File: config.mk
export PLATFORM = sky130hd
export DESIGN_NAME = match_frame_counter
export DESIGN_NICKNAME = d
export VERILOG_FILES = /design/src/rtl/match_frame_counter.sv
export SDC_FILE = /design/constraint.sdc
export NUM_CORES = 1
export LEC_CHECK = 0
export BUFFER_PORTS_ARGS = -buffer_cell sky130_fd_sc_hd__buf_2
export CORE_MARGIN = 2
export CORE_UTILIZATION = 40
export CTS_BUF_LIST = sky130_fd_sc_hd__clkbuf_4 sky130_fd_sc_hd__clkbuf_8
export CTS_CLUSTER_SIZE = 8
export DETAILED_ROUTE_END_ITERATION = 8
export HOLD_SLACK_MARGIN = 0.08
export PLACE_DENSITY = 0.56
export SYNTH_ARGS = -nofsm -noshare
export SYNTH_HDL_FRONTEND = slang
export SYNTH_SLANG_ARGS = --single-unit
export TNS_END_PERCENT = 10
File: constraint.sdc
create_clock -name clk -period 2.7 [get_ports clk]
set_input_delay 0.27 -clock clk [delete_from_list [all_inputs] [get_ports clk]]
set_output_delay 0.27 -clock clk [all_outputs]
set_load 0.02 [all_outputs]
File: src/rtl/match_frame_counter.sv
// Counts equal compare results over a frame of LEN samples and reports the count and pass flag.
// Optional FIRST_MISS_EN macro adds the first_miss output (index of first unequal sample).
module match_frame_counter #(
   parameter int LEN = 16,
   parameter int W   = 5
) (
   input  logic         clk,
   input  logic         reset,
   input  logic         start,
   input  logic         in_valid,
   input  logic         aeqb,
   output logic         in_ready,
   output logic         busy,
   output logic         done_tick,
   output logic [W-1:0] match_cnt,
`ifdef FIRST_MISS_EN
   output logic         pass,
   output logic [W-1:0] first_miss
`else
   output logic         pass
`endif
);

   localparam logic [1:0] IDLE = 2'd0;
   localparam logic [1:0] RUN  = 2'd1;
   localparam logic [1:0] DONE = 2'd2;

   localparam logic [W-1:0] LEN_W    = W'(LEN);
   localparam logic [W-1:0] LAST_IDX = W'(LEN - 1);

   logic [1:0]   state;
   logic [W-1:0] idx;
   logic [W-1:0] work_cnt;
   logic [W-1:0] next_cnt;
   logic         accept;
   logic         last;

   always_comb begin
      accept   = (state == RUN) && in_valid;
      next_cnt = work_cnt + {{(W-1){1'b0}}, aeqb};
      last     = (idx == LAST_IDX);
   end

   assign in_ready  = (state == RUN);
   assign busy      = (state != IDLE);
   assign done_tick = (state == DONE);

   // Frame results are published on the same edge that enters DONE and held until the next one.
   always_ff @(posedge clk or posedge reset) begin
      if (reset) begin
         state     <= IDLE;
         idx       <= '0;
         work_cnt  <= '0;
         match_cnt <= '0;
         pass      <= 1'b0;
      end else begin
         case (state)
            IDLE: begin
               if (start) begin
                  state    <= RUN;
                  idx      <= '0;
                  work_cnt <= '0;
               end
            end
            RUN: begin
               if (accept) begin
                  work_cnt <= next_cnt;
                  idx      <= idx + W'(1);
                  if (last) begin
                     state     <= DONE;
                     match_cnt <= next_cnt;
                     pass      <= (next_cnt == LEN_W);
                  end
               end
            end
            DONE: state <= IDLE;
            default: state <= IDLE;
         endcase
      end
   end

`ifdef FIRST_MISS_EN
   logic [W-1:0] work_miss;
   logic         miss_now;

   // LEN doubles as the "no miss yet" marker, since no real index reaches it.
   always_comb begin
      miss_now = accept && !aeqb && (work_miss == LEN_W);
   end

   always_ff @(posedge clk or posedge reset) begin
      if (reset) begin
         work_miss  <= '0;
         first_miss <= '0;
      end else begin
         if (state == IDLE && start) begin
            work_miss <= LEN_W;
         end else if (accept) begin
            if (miss_now) begin
               work_miss <= idx;
            end
            if (last) begin
               first_miss <= miss_now ? idx : work_miss;
            end
         end
      end
   end
`endif

endmodule

==> results.md, run 1 <==
- Layout area overhead: 11.48%
- Maximum vdd drop: 0.4822 mV
- Fin. Hold Viols: 0
- Layout Utilization: 47.23%
- Minimum clock period: 1.764 ns
- CTS Buffer Depth: 2
- GP Congestion: 0.7429
- Synthesized area per cell: 10.41 um^2
- Max Fclk: 566.9 MHz
- Starting Density: 42.36%
- Die height: 52.41 um
- Clk slew on worst S/H paths: 0.11 ns
- Worst setup SP type: register
- Post-CTS setup buffers: 0
- Hold WC Path Type: input pin to async pin
- Pin count of the biggest net entering global routing: 19
- DR vias/cell: 5.191
- Layout Skew: 0.01068 ns
- Cells after Synth: 90
- Critical Path RT: 2.88 ns
- Io pins: 14
- Clock sinks: 18
- Detail Route Antenna Nets: 0
- Drt pass-1 iters: 4
- Post-synth EDFFs: 0
- Clock insertion delay at the later pin of the skew report: 0.29 ns
- Status: complete, no violations
- Vias in the first global route: 661
- Crit path max fanout: 9
- Num CTS Buffers: 3
- Root buffer cell: clkbuf_4
- Synth top cells by count: dfrtp_1, a22o_1, nand2_1
- Largest family of logic cells by synthesized area: compound AO/OA/AOI/OAI gates
- Vias post-DR: 680
- Row count: 17
- Layout net count: 114
- Die area: 2746 um^2
- Top-count cell post-synth: dfrtp_1
- Synth area leaders: dfrtp_1, a22o_1, ha_1
- Antenna violations before repair: 0
- Adder-cell share of the synthesized area: 5.340%
- Multi-input gate area: 437.9 um^2
- Post-Synth XOR/XNOR Area: 3.605%
- Rel. slew slack: 53.24%
- RSZ-0062 raised after global routing: false
- Asr flop ratio synth: 100.0%
- DR WL/cell: 13.87 um
- CP endpoint kind: register
- First-pass GRT wire length: 3.132 mm
- Final setup violation count: 0
- TNS Setup: 0 ns
- Filler instances: 223
- Fin. max-slew vios: 0
- Critical Path AT: 1.94 ns
- Detailed Place HPWL: 1.296 mm
- Post-CTS resize count: 0
- MaxCap Viol Count: 0
- Leading area contributor after synthesis: dfrtp_1
- H-tree depth: 1
- Simple-Gate Fraction of Synth Area: 14.69%
- IO Port Bufs: 13
- Pre-CTS setup slack: 0.9611 ns
- Top_reg_cell synth: dfrtp_1
- GRT overflow: 0
- Post-synth top area share: 48.06%
- Distinct cells, synth: 29
- Setup ws final: 0.9361 ns
- CTS tree: yes
- CTS Hold Bufs: 0
- GRT Overall Usage: 15.76%
- Mux cell area share after synthesis: 4.673%
- Initial DRC count: 8
- Sequential-to-total area share from yosys stat: 48.06%
- Drt total wl: 1.817 mm
- Synthesized area: 937.1 um^2
- Drt drc: 0
- Worst Tran Pin Value: 0.7006 ns
- Core Box Area: 2212 um^2
- WS Path Type: register to register
- Syn. warnings: 0
- Final cycle utilization of the critical path: 65.33%
- Reg area: 450.4 um^2
- Power Density: 978.9 nW/um^2
- Synth Area in Compound Gates: 18.42%
- Ratio of cells with drive above 1 in the final layout: 24.27%
- Leak: 0.5120 nW
- Diodes inserted: 0
- Yosys reg bits: 18
- Die X-Extent: 52.41 um
- Syn nets: 99
-- registers in the layout, summed over array words and instances (netlist names) --
register	count
idx	5
match_cnt	5
work_cnt	5
state	2
pass	1
-- cell families (layout without fill, tap and decap cells) --
logic type / Yosys count / in the layout
AND/OR/NAND/NOR: 26 / 26
AO/OA/AOI/OAI: 24 / 24
flip-flops: 18 / 18
buffers and inverters: 11 / 24
adder cells (fa/ha/maj): 4 / 4
multiplexers: 4 / 4
XOR/XNOR: 3 / 3
-- power breakdown --
part | switching, W | internal, W | leakage, nW | total (W)
Clock | 0.0000829 | 0.0000519 | 0.0138 | 0.000135
Combinational | 0.000218 | 0.000199 | 0.271 | 0.000417
Sequential | 0.000101 | 0.000370 | 0.228 | 0.000471
Total | 0.000402 | 0.000621 | 0.512 | 0.00102
-- layer usage --
layer / vias up / routed length (um) / GRT usage, %
met5: - / 0 / 0
met4: 0 / 12 / 3.846
met3: 2 / 70 / 5.143
met2: 11 / 815 / 23.75
met1: 319 / 918 / 21.76
li1: 348 / - / -
-- layout by cell type (no fill, tap or decap) --
cell	netlist	final
dfrtp_1	18	18
buf_2	3	13
a22o_1	9	9
nand2_1	8	8
inv_1	7	7
o21ai_0	5	5
nor2_1	4	4
ha_1	4	4
nand3_1	3	3
o22ai_1	3	3
mux2_2	3	3
a21oi_1	3	3
nor2b_1	3	3
clkbuf_4	0	3
xnor2_1	2	2
o21bai_1	1	1
nand2b_1	1	1
nand3_2	1	1
nor2_4	1	1
mux2i_1	1	1
and2b_1	1	1
nand4_1	1	1
nor3_1	1	1
a21o_1	1	1
o21a_1	1	1
and3_1	1	1
or2_2	1	1
xnor2_2	1	1
o31ai_2	1	1
buf_4	1	1
-- path summary, 6_finish.rpt --
kind                                               start                        to  slack [ns]  depth (start not counted)
worst max-delay path                  idx[0]$_DFFE_PP0P_  match_cnt[0]$_DFFE_PP0P_        0.94                          6
worst min-delay path                               reset   work_cnt[4]$_DFFE_PP0P_        0.06                          2
worst max register to register        idx[0]$_DFFE_PP0P_  match_cnt[0]$_DFFE_PP0P_        0.94                          6
worst min register to register  match_cnt[3]$_DFFE_PP0P_  match_cnt[3]$_DFFE_PP0P_        0.49                          1
max in group asynchronous                          reset  match_cnt[2]$_DFFE_PP0P_        2.18                          2
min in group clk                                in_valid      state[1]$_DFFE_PP0P_        0.39                          3
-- critical path, cell delays in order, from the launching register on --
cell and delay, ns:
dfrtp_1 0.42, ha_1 0.20, and3_1 0.17, ha_1 0.15
nand3_2 0.11, nor2_4 0.23, mux2_2 0.36
-- metrics by stage --
stage / cell area (um^2) / hold slack [ns] / instances / total power (W)
floorplan: 937.1 / 0.2086 / 90 / 0.0007810
global placement: 1022 / 0.4101 / 128 / 0.0008856
detailed placement: 1022 / 0.4217 / 128 / 0.0008991
CTS: 1045 / 0.09031 / 131 / 0.001038
global route: 1045 / 0.1254 / 131 / 0.001111
finish: 1045 / 0.06270 / 131 / 0.001023
-- area by class of cell --
cell class                      instances  area share, %
Inverter                                7          2.515
Tap cell                               28          3.353
Sequential cell                        18          43.11
Multi-Input combinational cell         61          41.92
Clock buffer                            3          2.156
Timing Repair Buffer                   14          6.946
Note: power is estimated with default switching activity, not from simulation.
==> run 2: changes to the inputs <==
ABC_AREA = 1   (was not set)
PLACE_DENSITY = 0.59   (was 0.56)
clock period = 1.6 ns   (was 2.7 ns; I/O delays follow)
==> run 2 against run 1 <==
Wire length down 10%. Sequential share of layout area is 0.41 points lower. Clock-buffer cell count did not move. Clock power up 61%. Critical path type unchanged. Design area up 0.96%.
==> results.md, run 2 <==
- Max Fclk: 691.3 MHz
- WS Path Type: register to register
- Clock sinks: 18
- Layout net count: 134
- Hold WC Path Type: input pin to register
- Die height: 51.66 um
- Drt pass-1 iters: 4
- Leading area contributor after synthesis: dfrtp_1
- Met1 Wirelength: 780 um
- Yosys reg bits: 18
- Worst setup SP type: register
- First-pass GRT wire length: 2.753 mm
- Pin count of the biggest net entering global routing: 19
- R2R Path End: pass$_DFFE_PP0P_
- CP Capture Point: pass$_DFFE_PP0P_
- Maximum vdd drop: 0.6715 mV
- Root buffer cell: clkbuf_4
- Status: complete, no violations
- Asr flop ratio synth: 100.0%
- Max Used Layer: met4
- Sequential-to-total area share from yosys stat: 49.59%
- TNS Setup: 0 ns
- DR WL/cell: 10.81 um
- Antenna violations before repair: 0
- Top_reg_cell synth: dfrtp_1
- Cells after Synth: 104
- Leak: 0.5447 nW
- Fin. Hold Viols: 0
- Initial DRC count: 14
- CTS Buffer Depth: 2
- Worst Tran Pin Value: 0.6763 ns
- MaxCap Viol Count: 0
- Starting Density: 41.87%
- Synthesized area per cell: 8.734 um^2
- Critical Path Start: idx[0]$_DFFE_PP0P_
- Die X-Extent: 51.66 um
- RSZ-0062 raised after global routing: false
- Crit path max fanout: 11
- Synth top cells by count: nand2_1, dfrtp_1, inv_1
- Filler instances: 218
- Post-synth top area share: 49.59%
- Final setup violation count: 0
- Most common cell after layout, fill and taps aside: nand2_1
- Layout area overhead: 16.12%
- Post-synth EDFFs: 0
- Fin Hold WS: 0.1679 ns
- Layout Skew: 0.004175 ns
- Most frequent cells in the layout: nand2_1, dfrtp_1, buf_2
- Top-count cell post-synth: nand2_1
- Vias post-DR: 713
- Die area: 2668 um^2
- Diodes inserted: 0
- Worst-case reg-to-reg path depth: 10
- Drt total wl: 1.632 mm
- Reg-to-reg slack, setup: 0.15 ns
- Met3 wire length: 60 um
- CP endpoint kind: register
- Row count: 17
- Vias in the first global route: 666
- Ratio of cells with drive above 1 in the final layout: 27.64%
- Syn. warnings: 0
- Minimum clock period: 1.447 ns
- Io pins: 14
- Fin. max-slew vios: 0
- Power Density: 1513 nW/um^2
- Detail Route Antenna Nets: 0
- H-tree depth: 1
- Critical Path AT: 1.68 ns
- Reg area: 450.4 um^2
- Crit path cell chain: ha_1, nand2_1, nor2_1, ha_1, nand2_2, nor2_4, inv_4, nor2_1, nand2_1, nand2_1
- Distinct cells, synth: 19
- Synth area leaders: dfrtp_1, nand2_1, ha_1
- Multi-input gate area: 386.6 um^2
- Reg2Reg Launch Point: idx[0]$_DFFE_PP0P_
- Detailed Place HPWL: 1.218 mm
- GP Congestion: 0.7364
- Syn nets: 113
- Critical Path RT: 1.83 ns
- CP peak stage delay: 0.37 ns
- Synthesized area: 908.4 um^2
- GRT Overall Usage: 14.16%
- Final cycle utilization of the critical path: 90.41%
- Critical-path top delay cell: dfrtp_1
- Most used cell, CP: nand2_1
- Clock insertion delay at the later pin of the skew report: 0.29 ns
- IO Port Bufs: 13
- Core Box Area: 2170 um^2
- CTS tree: yes
- WL met2: 752 um
- Drt drc: 0
- GRT overflow: 0
- Rel. slew slack: 54.86%
- Biggest regs: idx x5, match_cnt x5, work_cnt x5
- DR vias/cell: 4.722
- Num CTS Buffers: 3
- Clk slew on worst S/H paths: 0.10 ns
-- run 2: changes by cell type after synthesis, moves of 2 or more --
cell | before | now
buf_2 | 3 | 0
mux2_2 | 3 | 0
xnor2_1 | 2 | 0
o21ai_2 | 0 | 5
nor2b_1 | 3 | 0
a21oi_1 | 3 | 1
nand4_1 | 1 | 3
nand2_4 | 0 | 2
inv_1 | 7 | 10
a22o_1 | 9 | 0
nand3_1 | 3 | 6
inv_2 | 0 | 3
nand2_1 | 8 | 32
-- run 2: timing repair --
item / 4_1_cts / 5_1_grt
hold buffers: 1 / 0
resized for setup: 0 / 1
buffers inserted: 0 / 3
setup endpoints to repair: 0 / 6
endpoints found under the hold margin: 18 / 0
-- run 2: cells by family (layout without fill, tap and decap cells) --
| kind of cell | count (synthesis) | in the layout | synth area share [%] |
|---|---|---|---|
| DFF | 18 | 18 | 49.59 |
| adders and majority gates | 4 | 4 | 5.510 |
| and+or+nand+nor | 52 | 52 | 27.00 |
| buffers and inverters | 16 | 35 | 7.851 |
| AOI/OAI and AO/OA | 14 | 14 | 10.05 |
-- run 2: metal layers --
metal  track usage [%]  up-vias
met5                 0        -
met2             22.86       13
met1             17.66      322
met4             7.895        0
li1                  -      373
met3             2.874        5
-- run 2: critical path: cells and delay by family (launching register included) --
kind	cells	cell delay, ns
and+or+nand+nor	7	0.60
adders and majority gates	2	0.33
DFF	1	0.37
buffers and inverters	1	0.08
-- run 2: power breakdown --
| part | internal (W) | total (W) | switching, W |
|---|---|---|---|
| clock | 0.0000875 | 0.000217 | 0.000130 |
| combinational | 0.000264 | 0.000689 | 0.000425 |
| sequential | 0.000586 | 0.000689 | 0.000103 |
-- run 2: area by class of cell --
class / instances / area share (%)
clock buffer: 3 / 2.135
multi-input combinational: 70 / 36.65
inverter: 15 / 5.931
tap: 28 / 3.321
timing repair buffer: 17 / 9.253
sequential: 18 / 42.70
-- run 2: worst min-delay path by stage --
stage,from,cells after the start,slack [ns],endpoint
finish,in_valid,3,0.17,state[1]$_DFFE_PP0P_
global route,in_valid,3,0.16,state[1]$_DFFE_PP0P_
CTS,in_valid,3,0.15,state[1]$_DFFE_PP0P_
detailed placement,reset,2,0.31,state[1]$_DFFE_PP0P_
global placement,reset,2,0.30,match_cnt[3]$_DFFE_PP0P_
floorplan,reset,1,0.1,idx[0]$_DFFE_PP0P_
-- run 2: through the flow --
| stage | setup slack [ns] | util [%] | total power, W | area, um^2 | std cells |
|---|---|---|---|---|---|
| after floorplan | 0.1833 | - | 0.001170 | 908.4 | 104 |
| after global placement | 0.1088 | 45.96 | 0.001316 | 997.2 | 144 |
| after detailed placement | 0.07503 | 45.96 | 0.001334 | 997.2 | 144 |
| after CTS | 0.04770 | 47.46 | 0.001558 | 1030 | 148 |
| after global routing | 0.007661 | 48.62 | 0.001730 | 1055 | 151 |
| final | 0.1535 | 48.62 | 0.001595 | 1055 | 151 |
